$ cat src/rtl/data_ram_arbiter_if.sv
// data_ram_arbiter_if: core, debug and data-RAM signal bundle for the arbiter.
`default_nettype none

interface data_ram_arbiter_if #(
  parameter int AW = 12
);
  logic          c_req_i;
  logic          c_we_i;
  logic [1:0]    c_size_i;
  logic          c_unsigned_i;
  logic [AW-1:0] c_addr_i;
  logic [31:0]   c_wdata_i;
  logic          c_gnt_o;
  logic          c_rvalid_o;
  logic [31:0]   c_rdata_o;
  logic          c_err_o;

  logic          d_req_i;
  logic          d_we_i;
  logic [AW-1:0] d_addr_i;
  logic [3:0]    d_sel_i;
  logic [31:0]   d_wdata_i;
  logic          d_gnt_o;
  logic          d_rvalid_o;
  logic [31:0]   d_rdata_o;

  logic          ram_we_o;
  logic [3:0]    ram_sel_o;
  logic [AW-1:0] ram_addr_o;
  logic [31:0]   ram_wdata_o;
  logic [31:0]   ram_rdata_i;

  modport slave (
    input  c_req_i, c_we_i, c_size_i, c_unsigned_i, c_addr_i, c_wdata_i,
    output c_gnt_o, c_rvalid_o, c_rdata_o, c_err_o,
    input  d_req_i, d_we_i, d_addr_i, d_sel_i, d_wdata_i,
    output d_gnt_o, d_rvalid_o, d_rdata_o,
    output ram_we_o, ram_sel_o, ram_addr_o, ram_wdata_o,
    input  ram_rdata_i
  );

  modport master (
    output c_req_i, c_we_i, c_size_i, c_unsigned_i, c_addr_i, c_wdata_i,
    input  c_gnt_o, c_rvalid_o, c_rdata_o, c_err_o,
    output d_req_i, d_we_i, d_addr_i, d_sel_i, d_wdata_i,
    input  d_gnt_o, d_rvalid_o, d_rdata_o,
    input  ram_we_o, ram_sel_o, ram_addr_o, ram_wdata_o,
    output ram_rdata_i
  );
endinterface

`default_nettype wire

$ cat src/rtl/data_ram_arbiter.sv
// data_ram_arbiter: per-cycle core/debug arbitration onto one data RAM port,
// with core lane steering, load extension and a debug anti-starvation counter.
`default_nettype none

module data_ram_arbiter #(
  parameter int AW         = 12,
  parameter int STARVE_MAX = 4
) (
  input  wire logic          clk,
  input  wire logic          rst,
  data_ram_arbiter_if.slave  bus
);
  localparam int SW = $clog2(STARVE_MAX + 1);

  logic [SW-1:0] r_starve_cnt;
  logic          r_c_rvalid, r_c_err, r_d_rvalid;
  logic [31:0]   r_c_rdata, r_d_rdata;

  logic          w_starved, w_c_bad, w_core_win, w_dbg_win;
  logic [3:0]    w_c_sel;
  logic [31:0]   w_c_wdata, w_shift, w_c_load;

  assign w_starved  = (r_starve_cnt == SW'(STARVE_MAX));
  assign w_c_bad    = (bus.c_size_i == 2'b11) ||
                      (bus.c_size_i == 2'b01 && bus.c_addr_i[0]) ||
                      (bus.c_size_i == 2'b10 && bus.c_addr_i[1:0] != 2'b00);
  // A misaligned core request still wins arbitration; it just never reaches the RAM.
  assign w_core_win = !rst && bus.c_req_i && !(bus.d_req_i && w_starved);
  assign w_dbg_win  = !rst && bus.d_req_i && !w_core_win;

  assign w_shift    = bus.ram_rdata_i >> {bus.c_addr_i[1:0], 3'b000};

  always_comb begin
    w_c_sel   = 4'b1111;
    w_c_wdata = bus.c_wdata_i;
    w_c_load  = bus.ram_rdata_i;
    case (bus.c_size_i)
      2'b00: begin
        w_c_sel   = 4'b0001 << bus.c_addr_i[1:0];
        w_c_wdata = {4{bus.c_wdata_i[7:0]}};
        w_c_load  = bus.c_unsigned_i ? {24'b0, w_shift[7:0]}
                                     : {{24{w_shift[7]}}, w_shift[7:0]};
      end
      2'b01: begin
        w_c_sel   = 4'b0011 << bus.c_addr_i[1:0];
        w_c_wdata = {2{bus.c_wdata_i[15:0]}};
        w_c_load  = bus.c_unsigned_i ? {16'b0, w_shift[15:0]}
                                     : {{16{w_shift[15]}}, w_shift[15:0]};
      end
      default: ;
    endcase
  end

  always_comb begin
    bus.c_gnt_o     = w_core_win;
    bus.d_gnt_o     = w_dbg_win;
    bus.ram_we_o    = 1'b0;
    bus.ram_sel_o   = 4'b0000;
    bus.ram_addr_o  = bus.c_addr_i;
    bus.ram_wdata_o = w_c_wdata;
    if (w_dbg_win) begin
      bus.ram_we_o    = bus.d_we_i;
      bus.ram_sel_o   = bus.d_sel_i;
      bus.ram_addr_o  = bus.d_addr_i;
      bus.ram_wdata_o = bus.d_wdata_i;
    end else if (w_core_win && !w_c_bad) begin
      bus.ram_we_o  = bus.c_we_i;
      bus.ram_sel_o = w_c_sel;
    end
  end

  always_ff @(posedge clk) begin
    if (rst) begin
      r_starve_cnt <= '0;
    end else if (bus.d_req_i && !w_dbg_win) begin
      if (!w_starved) r_starve_cnt <= r_starve_cnt + SW'(1);
    end else begin
      r_starve_cnt <= '0;
    end
  end

  always_ff @(posedge clk) begin
    if (rst) begin
      r_c_rvalid <= 1'b0;
      r_c_err    <= 1'b0;
      r_c_rdata  <= 32'b0;
      r_d_rvalid <= 1'b0;
      r_d_rdata  <= 32'b0;
    end else begin
      r_c_rvalid <= w_core_win;
      r_c_err    <= w_core_win && w_c_bad;
      r_d_rvalid <= w_dbg_win;
      if (w_core_win) r_c_rdata <= (w_c_bad || bus.c_we_i) ? 32'b0 : w_c_load;
      if (w_dbg_win)  r_d_rdata <= bus.d_we_i ? 32'b0 : bus.ram_rdata_i;
    end
  end

  // Responses are forced quiet for the whole reset window, including a pulse already in flight.
  assign bus.c_rvalid_o = r_c_rvalid && !rst;
  assign bus.c_err_o    = r_c_err && !rst;
  assign bus.c_rdata_o  = rst ? 32'b0 : r_c_rdata;
  assign bus.d_rvalid_o = r_d_rvalid && !rst;
  assign bus.d_rdata_o  = rst ? 32'b0 : r_d_rdata;
endmodule

`default_nettype wire
$ cat src/flat_wrapper.sv
// flat-port wrapper written by rule: the top's interface ports become plain ports
module data_ram_arbiter_flat 
#(
  parameter int AW         = 12,
  parameter int STARVE_MAX = 4
)
  (clk, rst, bus_c_req_i, bus_c_we_i, bus_c_size_i, bus_c_unsigned_i, bus_c_addr_i, bus_c_wdata_i, bus_c_gnt_o, bus_c_rvalid_o, bus_c_rdata_o, bus_c_err_o, bus_d_req_i, bus_d_we_i, bus_d_addr_i, bus_d_sel_i, bus_d_wdata_i, bus_d_gnt_o, bus_d_rvalid_o, bus_d_rdata_o, bus_ram_we_o, bus_ram_sel_o, bus_ram_addr_o, bus_ram_wdata_o, bus_ram_rdata_i);
  data_ram_arbiter_if #(.AW(AW)) bus_i ();
  input  wire logic clk;
  input  wire logic rst;
  input wire logic [$bits(bus_i.c_req_i)-1:0] bus_c_req_i;
  input wire logic [$bits(bus_i.c_we_i)-1:0] bus_c_we_i;
  input wire logic [$bits(bus_i.c_size_i)-1:0] bus_c_size_i;
  input wire logic [$bits(bus_i.c_unsigned_i)-1:0] bus_c_unsigned_i;
  input wire logic [$bits(bus_i.c_addr_i)-1:0] bus_c_addr_i;
  input wire logic [$bits(bus_i.c_wdata_i)-1:0] bus_c_wdata_i;
  output wire logic [$bits(bus_i.c_gnt_o)-1:0] bus_c_gnt_o;
  output wire logic [$bits(bus_i.c_rvalid_o)-1:0] bus_c_rvalid_o;
  output wire logic [$bits(bus_i.c_rdata_o)-1:0] bus_c_rdata_o;
  output wire logic [$bits(bus_i.c_err_o)-1:0] bus_c_err_o;
  input wire logic [$bits(bus_i.d_req_i)-1:0] bus_d_req_i;
  input wire logic [$bits(bus_i.d_we_i)-1:0] bus_d_we_i;
  input wire logic [$bits(bus_i.d_addr_i)-1:0] bus_d_addr_i;
  input wire logic [$bits(bus_i.d_sel_i)-1:0] bus_d_sel_i;
  input wire logic [$bits(bus_i.d_wdata_i)-1:0] bus_d_wdata_i;
  output wire logic [$bits(bus_i.d_gnt_o)-1:0] bus_d_gnt_o;
  output wire logic [$bits(bus_i.d_rvalid_o)-1:0] bus_d_rvalid_o;
  output wire logic [$bits(bus_i.d_rdata_o)-1:0] bus_d_rdata_o;
  output wire logic [$bits(bus_i.ram_we_o)-1:0] bus_ram_we_o;
  output wire logic [$bits(bus_i.ram_sel_o)-1:0] bus_ram_sel_o;
  output wire logic [$bits(bus_i.ram_addr_o)-1:0] bus_ram_addr_o;
  output wire logic [$bits(bus_i.ram_wdata_o)-1:0] bus_ram_wdata_o;
  input wire logic [$bits(bus_i.ram_rdata_i)-1:0] bus_ram_rdata_i;
  assign bus_i.c_req_i = bus_c_req_i;
  assign bus_i.c_we_i = bus_c_we_i;
  assign bus_i.c_size_i = bus_c_size_i;
  assign bus_i.c_unsigned_i = bus_c_unsigned_i;
  assign bus_i.c_addr_i = bus_c_addr_i;
  assign bus_i.c_wdata_i = bus_c_wdata_i;
  assign bus_c_gnt_o = bus_i.c_gnt_o;
  assign bus_c_rvalid_o = bus_i.c_rvalid_o;
  assign bus_c_rdata_o = bus_i.c_rdata_o;
  assign bus_c_err_o = bus_i.c_err_o;
  assign bus_i.d_req_i = bus_d_req_i;
  assign bus_i.d_we_i = bus_d_we_i;
  assign bus_i.d_addr_i = bus_d_addr_i;
  assign bus_i.d_sel_i = bus_d_sel_i;
  assign bus_i.d_wdata_i = bus_d_wdata_i;
  assign bus_d_gnt_o = bus_i.d_gnt_o;
  assign bus_d_rvalid_o = bus_i.d_rvalid_o;
  assign bus_d_rdata_o = bus_i.d_rdata_o;
  assign bus_ram_we_o = bus_i.ram_we_o;
  assign bus_ram_sel_o = bus_i.ram_sel_o;
  assign bus_ram_addr_o = bus_i.ram_addr_o;
  assign bus_ram_wdata_o = bus_i.ram_wdata_o;
  assign bus_i.ram_rdata_i = bus_ram_rdata_i;
  data_ram_arbiter #(.AW(AW), .STARVE_MAX(STARVE_MAX)) u_core (.clk(clk), .rst(rst), .bus(bus_i));
endmodule
$ cat config.mk
export PLATFORM = sky130hd
export DESIGN_NAME = data_ram_arbiter_flat
export DESIGN_NICKNAME = d
export VERILOG_FILES = /design/src/rtl/data_ram_arbiter_if.sv /design/src/rtl/data_ram_arbiter.sv /design/src/flat_wrapper.sv
export SDC_FILE = /design/constraint.sdc
export NUM_CORES = 1
export LEC_CHECK = 0
export ABC_AREA = 1
export BUFFER_PORTS_ARGS = -buffer_cell sky130_fd_sc_hd__buf_2
export CELL_PAD_IN_SITES_DETAIL_PLACEMENT = 1
export CELL_PAD_IN_SITES_GLOBAL_PLACEMENT = 2
export CORE_ASPECT_RATIO = 2
export CORE_MARGIN = 5
export CORE_UTILIZATION = 22
export CTS_CLUSTER_SIZE = 30
export DETAILED_ROUTE_END_ITERATION = 16
export GPL_TIMING_DRIVEN = 0
export PLACE_DENSITY_LB_ADDON = 0.2
export SETUP_SLACK_MARGIN = 0.5
export SLEW_MARGIN = 30
export SYNTH_ARGS = -nofsm -noshare
export SYNTH_HDL_FRONTEND = slang
export SYNTH_SLANG_ARGS = --single-unit
$ cat constraint.sdc
create_clock -name clk -period 2.4 [get_ports clk]
set_input_delay 0.36 -clock clk [delete_from_list [all_inputs] [get_ports clk]]
set_output_delay 0.36 -clock clk [all_outputs]
set_load 0.02 [all_outputs]
==> results.md, run 1 <==
* Final setup skew at about 0.0075 ns
* Number of DRC violations after detailed routing at 0
* Syn avg cell area at 5.659 um^2
* Clock insertion delay at the later pin of the skew report at between 0.3 and 0.4 ns
* Critical path depth at 9
* CTS tree: done
* Basic-gate share of the synthesized area counting and, or, nand and nor cells at 44.25%
* Signal arrival time at the worst endpoint at 1.80 ns
* YS warnings at 0
* Number of vias per cell at 4.522
* Area fraction of the dominant cell type after synthesis at 30.53%
* Post-synthesis cell count at ~800
* Startpoint type of the worst setup path: register
* Maximum number of pins on one net before global-route repair at 13
* Complex-gate fraction of the synthesized area at 10.99%
* Cells along the critical path: inv_2 > ha_4 > nand3_4 > nand2_4 > nand2_8 > buf_12 > clkbuf_16 > a31oi_4 > buf_6
* Std-Cell Core Area at 0.02046 mm^2
* Post-synthesis mux area share at 0%
* Most common cell after layout, fill and taps aside: sky130_fd_sc_hd__nand2_1
* Mapped Nets at 946
* Largest delay share family, worst path: buffers and inverters
* Crit path max fanout at 7
* Sink Count at 70
* H-tree depth reported by CTS at 3
* Min-Delay Path Depth at 3
* Category of the most critical setup path: register to primary output
* Max VDD drop at ~0.00032 V
* Pins over their slew limit at 0
* Starting utilization of the core area at 22.43%
* Biggest area contributors in the synthesized netlist: sky130_fd_sc_hd__dfxtp_1, sky130_fd_sc_hd__nand2_1, sky130_fd_sc_hd__nor2_1
* Drt pass-1 iters at 4
* Placed cell count at 1325
* Worst-case reg-to-reg path depth at 11
* Root buffer cell: sky130_fd_sc_hd__clkbuf_16
* Area taken by multi-input logic gates at 0.003008 mm^2
* Final critical delay including setup and external delays at 2.164 ns
* Layout cells sized above 1 at 36.23%
* Dpl hpwl at between 20 and 25 mm
* Post-route insts no fill at 1359
* Initial antenna violation count at 1
* Mean routed wirelength per cell at 18.86 um
* Sequential Area at 0.001404 mm^2
* Number of CTS-inserted buffers at 9
* Static leakage power at 3.848 nW
* Via count of the first global-routing pass at 6599
* First-pass GRT wire length at 37.38 mm
* Worst EP required at 2.04 ns
* Buffers added on ports at 248
* Weighted congestion reported at the end of routability-driven placement at about 0.86
* Netlist area before placement at between 0.004 and 0.005 mm^2
* Final number of hold-violating endpoints at 0
* Routed via count at 6145
* Period Utilization, post-route at 90.15%
* Die span in x at 112.1 um
* Maximum clock path buffer count at 2
* Hold WC Path Type: input port to register
* Post-detailed-placement cell area at 0.006221 mm^2
* Post-synthesis register bit count at 70
* Unique cell type count in the Yosys netlist at 32
* Cell Pwr Density at between 500 and 600 mW/mm^2
* Power Total at 3.738 mW
* Adder-cell share of the synthesized area at 0.5453%
* Global-route usage over all layers at between 20 and 25%
* Post-synth top area cell: sky130_fd_sc_hd__dfxtp_1
* Worst path buffer plus inverter count at 4
* Max Freq at around 460 MHz
* Normalized max-slew margin at between 50% and 60%
* Top library cells by usage in the layout, fill and taps aside: sky130_fd_sc_hd__nand2_1, sky130_fd_sc_hd__buf_2, sky130_fd_sc_hd__nor2_1, sky130_fd_sc_hd__inv_1, sky130_fd_sc_hd__dfxtp_1
* Worst slew pin tran at roughly 0.7 ns
* Final Instance Area at roughly 0.0075 mm^2
* Layout-stage area growth over the synthesis result at 62.49%
* Congestion Overflow GR at 0
* Startpoint of the most critical hold path: bus_ram_rdata_i[2]
* Xor and xnor fraction of the mapped netlist area at less than 1%
* Sequential cell area fraction in the yosys report at ~31%
* Beginning of the worst register-to-register path: u_core.r_starve_cnt[0]$_SDFFE_PP0P_
* Setup repair after global routing missed its margin: yes
* Total I/O pin count at 251
* Crit path launch: u_core.r_starve_cnt[0]$_SDFFE_PP0P_
* Worst setup EP type: primary output
* Number of violations of the max-capacitance limit at 0
* FILL cells at 2742
* Largest family of logic cells by synthesized area: simple AND/OR/NAND/NOR gates
* Floorplan die height at 214.3 um
* # rows at 74
* Iteration-0 DRC Markers at 178
* Slowest stage delay, CP at 0.32 ns
* Post-CTS Hold Fix Bufs at 0
* Number of routed nets with antenna violations at 0
* Count of final setup violators at 0
* Nets at 1223
* Cell at the slowest stage of the critical path: sky130_fd_sc_hd__dfxtp_2
* # diodes at 0
* Die Outline Area at 0.02403 mm^2
* Register clock-pin slew on the reported worst setup and hold paths at 0.06 ns
* Routed WL at ~26 mm
* Status: complete, no violations
==> path summary, 6_finish.rpt <==
| check | end | slack [ns] |
|---|---|---|
| max | bus_ram_wdata_o[16] | 0.24 |
| min | u_core.r_d_rdata[2]$_SDFFE_PP0P_ | 0.29 |
| max reg2reg | u_core.r_d_rdata[21]$_SDFFE_PP0P_ | 0.64 |
| min reg2reg | u_core.r_c_rdata[25]$_SDFFE_PP0P_ | 0.51 |
==> where the power goes <==
group | leakage (nW) | switching [mW] | internal (mW)
logic | 3.12 | 0.640 | 0.404
clock network | 0.160 | 0.545 | 0.940
registers | 0.569 | 0.00902 | 1.20
==> sequential cells by signal, summed over array words and instances, names as in the netlist <==
name                 count
u_core.r_c_rdata        32
u_core.r_c_rvalid        1
u_core.r_d_rdata        32
u_core.r_d_rvalid        1
u_core.r_c_err           1
u_core.r_starve_cnt      3
==> metal layers <==
metal | up-vias | routed length [um] | track usage [%]
met2 | 219 | 14830 | 42.59
met1 | 2843 | 8321 | 18.41
met5 | - | 13 | 0
li1 | 3038 | - | -
met4 | 2 | 993 | 7.140
met3 | 43 | 1479 | 4.518
==> kinds of logic after synthesis <==
logic type,count (synthesis)
adder cells (fa/ha/maj),2
AND/OR/NAND/NOR,503
flip-flops,70
AO/OA/AOI/OAI,91
XOR/XNOR,2
buffers and inverters,143
==> worst register-to-register path: cells and delay by family, from the launching register on <==
| kind | cells | cell delay, ns |
|---|---|---|
| and+or+nand+nor | 4 | 0.37 |
| buffers and inverters | 5 | 0.70 |
| DFF | 1 | 0.32 |
| AOI/OAI and AO/OA | 1 | 0.07 |
| adders and majority gates | 1 | 0.16 |
==> through the flow <==
stage                     hold WS (ns)  util, %  setup TNS [ns]  worst slack [ns]
after detailed placement        0.5000    30.40        -0.06794          -0.06794
after global routing            0.3073    36.44               0            0.1700
final                           0.2866    36.44               0            0.2364
after CTS                       0.2730    33.79               0            0.2082
after floorplan                 0.4781        -               0            0.3911
after global placement          0.4979    30.40        -0.04374          -0.04374
==> final cells by class <==
cell class	count	area share (%)
repair inverters	1	0.1174
plain buffers	48	5.319
clock inverters	5	1.107
inverters	95	4.983
multi-input cells	598	40.34
well taps	266	4.463
repair buffers	265	21.59
clock buffers	11	3.255
flip-flops and latches	70	18.83
==> synthesized netlist by cell type (all sizes together) <==
| cell type | instances |
|---|---|
| a21boi | 1 |
| a21oi | 18 |
| a22o | 1 |
| a31oi | 9 |
| a41oi | 1 |
| buf | 28 |
| clkbuf | 20 |
| dfxtp | 70 |
| ha | 2 |
| inv | 95 |
| nand2 | 329 |
| nand3 | 53 |
| nor2 | 120 |
| nor3 | 1 |
| o21ai | 51 |
| o22ai | 1 |
| o31ai | 9 |
| xnor2 | 1 |
| xor2 | 1 |
==> repair_timing <==
| action | 4_1_cts | 5_1_grt |
|---|---|---|
| gates cloned | 0 | 5 |
| setup endpoints to repair | 98 | 71 |
| gates resized for setup | 87 | 115 |
| buffers inserted | 9 | 4 |
| pin swaps | 2 | 8 |
(Power assumes the default switching activity.)
==> run 2, diff against run 1 <==
--- a/config.mk
+++ b/config.mk
@@ -16,7 +16,7 @@
 export DETAILED_ROUTE_END_ITERATION = 16
 export GPL_TIMING_DRIVEN = 0
 export PLACE_DENSITY_LB_ADDON = 0.2
-export SETUP_SLACK_MARGIN = 0.5
+export SETUP_SLACK_MARGIN = 0.2
 export SLEW_MARGIN = 30
 export SYNTH_ARGS = -nofsm -noshare
 export SYNTH_HDL_FRONTEND = slang
==> run 2 against run 1 <==
  * Non-clock buffer count is 5 lower
  * Fmax is 1.4% lower
  * Routed wire length is 3.6% lower
  * Sequential share of layout area is 1.2 points higher
  * Critical path depth unchanged
  * Register-to-register slack got worse by 0.04 ns
  * Combinational power decreased by 7%
  * First-iteration DRC count down 16%
  * Critical path type unchanged
==> results.md, run 2 (synthesized netlist as in run 1, its figures left out) <==
* Floorplan die height at 214.3 um (unchanged)
* Maximum clock path buffer count at 2 (unchanged)
* # rows at 74 (unchanged)
* Pins over their slew limit at 0 (unchanged)
* Number of violations of the max-capacitance limit at 0 (unchanged)
* Die span in x at 112.1 um (unchanged)
* Number of routed nets with antenna violations at 0 (unchanged)
* Std-Cell Core Area at 0.02046 mm^2 (unchanged)
* Root buffer cell: sky130_fd_sc_hd__clkbuf_16
* Setup repair after global routing missed its margin: yes
* Routed wl met2 at 13.96 mm (-5.8%)
* Sequential Area at 0.001404 mm^2 (unchanged)
* R2R Setup Slk at 0.60 ns (-0.04 ns)
* Routed WL at 24.71 mm (-3.6%)
* Largest registers: u_core.r_c_rdata: 32 flops, u_core.r_d_rdata: 32 flops, u_core.r_starve_cnt: 3 flops
* Dpl hpwl at 20.32 mm (-0.81%)
* R2r endpoint: u_core.r_c_rdata[6]$_SDFFE_PP0P_
* Endpoint of the most critical setup path: bus_ram_wdata_o[18]
* Clock insertion delay at the later pin of the skew report at 0.34 ns (about the same)
* Worst slack at placement at -0.1450 ns (-0.07704 ns)
* CTS tree: done
* First-pass GRT wire length at 37.83 mm (+1.2%)
* Buffers added on ports at 248 (unchanged)
* Metal-1 WL at 8.265 mm (-0.67%)
* Share of the core filled with cells at 34.30% (-2.1 points)
* Max VDD drop at 0.0003378 V (+4.2%)
* Count of final setup violators at 0 (unchanged)
* Nets at 1218 (-0.41%)
* Global-route usage over all layers at 20.43% (about the same)
* Period Utilization, post-route at 91.45% (+1.3 points)
* Static leakage power at 3.606 nW (-6.3%)
* Maximum number of pins on one net before global-route repair at 12 (-1)
* Routed via count at 6083 (-1.0%)
* Mean routed wirelength per cell at 18.23 um (-3.3%)
* Number of vias per cell at 4.489 (-0.72%)
* Weighted congestion reported at the end of routability-driven placement at 0.8372 (-2.2%)
* Via count of the first global-routing pass at 6626 (+0.41%)
* Final number of hold-violating endpoints at 0 (unchanged)
* Final critical delay including setup and external delays at 2.195 ns (+0.03113 ns)
* FILL cells at 2757 (+0.55%)
* Number of CTS-inserted buffers at 9 (unchanged)
* Crit path launch: u_core.r_starve_cnt[0]$_SDFFE_PP0P_
* Hold WC Path Type: input port to register
* Signal arrival time at the worst endpoint at 1.83 ns (+0.03 ns)
* Post-CTS Hold Fix Bufs at 0 (unchanged)
* Iteration-0 DRC Markers at 150 (-16%)
* Initial antenna violation count at 2 (+1)
* Starting utilization of the core area at 22.43% (unchanged)
* Register clock-pin slew on the reported worst setup and hold paths at 0.06 ns (about the same)
* Category of the most critical setup path: register to primary output
* Area taken by multi-input logic gates at 0.002814 mm^2 (-6.4%)
* Total I/O pin count at 251 (unchanged)
* Number of DRC violations after detailed routing at 0 (unchanged)
* H-tree depth reported by CTS at 3 (unchanged)
* Status: complete, no violations
* Normalized max-slew margin at 56.95% (+4.5 points)
* Final setup skew at 0.009363 ns (+0.001887 ns)
* Drt pass-1 iters at 4 (unchanged)
* Worst EP required at 2.04 ns (about the same)
* Cell Pwr Density at 485.5 mW/mm^2 (-3.1%)
* Congestion Overflow GR at 0 (unchanged)
* Worst setup EP type: primary output
* Top library cells by usage in the layout, fill and taps aside: sky130_fd_sc_hd__nand2_1, sky130_fd_sc_hd__buf_2, sky130_fd_sc_hd__nor2_1, sky130_fd_sc_hd__inv_1, sky130_fd_sc_hd__dfxtp_1
* Setup WS post-layout at 0.2053 ns (-0.03113 ns)
* Most common cell after layout, fill and taps aside: sky130_fd_sc_hd__nand2_1
* Die Outline Area at 0.02403 mm^2 (unchanged)
* Worst-case reg-to-reg path depth at 9 (-2)
* Max Freq at 455.6 MHz (-1.4%)
* Beginning of the worst register-to-register path: u_core.r_starve_cnt[0]$_SDFFE_PP0P_
* Sink Count at 70 (unchanged)
* Power Total at 3.408 mW (-8.8%)
* Layout cells sized above 1 at 32.84% (-3.4 points)
* Crit path max fanout at 10 (+3)
* Amount of wire on met3 after detailed routing at 1.419 mm (-4.1%)
* Worst slew pin tran at 0.6457 ns (-0.06729 ns)
* Startpoint type of the worst setup path: register
* Layout-stage area growth over the synthesis result at 52.94%
* Max Used Layer: met4
-- run 2: what timing repair did --
item | CTS | global route
pin swaps | 4 | 3
setup endpoints to repair | 50 | 62
setup buffers | 9 | 3
hold endpoints to repair | 0 | 0
resized for setup | 54 | 79
gates cloned | 1 | 0
-- run 2: through the flow --
stage | hold slack (ns) | TNS, ns | std cells | instance area, um^2
after floorplan | 0.4781 | 0 | 811 | 4589
after global placement | 0.4929 | -0.9277 | 1325 | 6163
after detailed placement | 0.5018 | -0.8562 | 1325 | 6163
after CTS | 0.2926 | 0 | 1350 | 6690
after global routing | 0.3096 | 0 | 1354 | 7017
final | 0.3026 | 0 | 1355 | 7019
-- run 2: worst min path at each step --
stage	from	endpoint	slack, ns	cells after the start
after global routing	bus_ram_rdata_i[3]	u_core.r_d_rdata[3]$_SDFFE_PP0P_	0.31	3
after global placement	u_core.r_starve_cnt[1]$_SDFFE_PP0P_	u_core.r_starve_cnt[1]$_SDFFE_PP0P_	0.49	2
after floorplan	u_core.r_starve_cnt[1]$_SDFFE_PP0P_	u_core.r_starve_cnt[1]$_SDFFE_PP0P_	0.48	2
after CTS	bus_ram_rdata_i[2]	u_core.r_d_rdata[2]$_SDFFE_PP0P_	0.29	3
final	bus_ram_rdata_i[3]	u_core.r_d_rdata[3]$_SDFFE_PP0P_	0.30	3
after detailed placement	u_core.r_starve_cnt[1]$_SDFFE_PP0P_	u_core.r_starve_cnt[1]$_SDFFE_PP0P_	0.50	2
-- run 2: layout make-up --
cell class | instances | area share, %
clock inverter | 4 | 0.3387
buffer | 48 | 4.991
timing repair inverter | 1 | 0.1070
inverter | 95 | 5.223
tap | 266 | 4.742
timing repair buffer | 260 | 20.98
antenna | 2 | 0.07130
multi-input combinational | 598 | 40.09
clock buffer | 11 | 3.458
sequential | 70 | 20.00
-- run 2: power by group --
group	total [mW]	switching, mW	internal (mW)
clock network	1.24	0.517	0.718
logic	0.964	0.603	0.361
registers	1.21	0.00892	1.20
-- run 2: worst max-delay path: stages, from the launching register on --
cell	delay [ns]
sky130_fd_sc_hd__dfxtp_2	0.32
sky130_fd_sc_hd__inv_2	0.07
sky130_fd_sc_hd__ha_4	0.15
sky130_fd_sc_hd__nand3_4	0.09
sky130_fd_sc_hd__nand2_4	0.11
sky130_fd_sc_hd__nand2_8	0.10
sky130_fd_sc_hd__buf_12	0.18
sky130_fd_sc_hd__buf_12	0.15
sky130_fd_sc_hd__a31oi_2	0.13
sky130_fd_sc_hd__buf_4	0.16
-- run 2: metal layers --
metal	vias to the layer above	track usage [%]
met2	208	40.84
li1	3029	-
met1	2805	19.25
met5	-	0
met3	41	4.264
met4	0	8.985
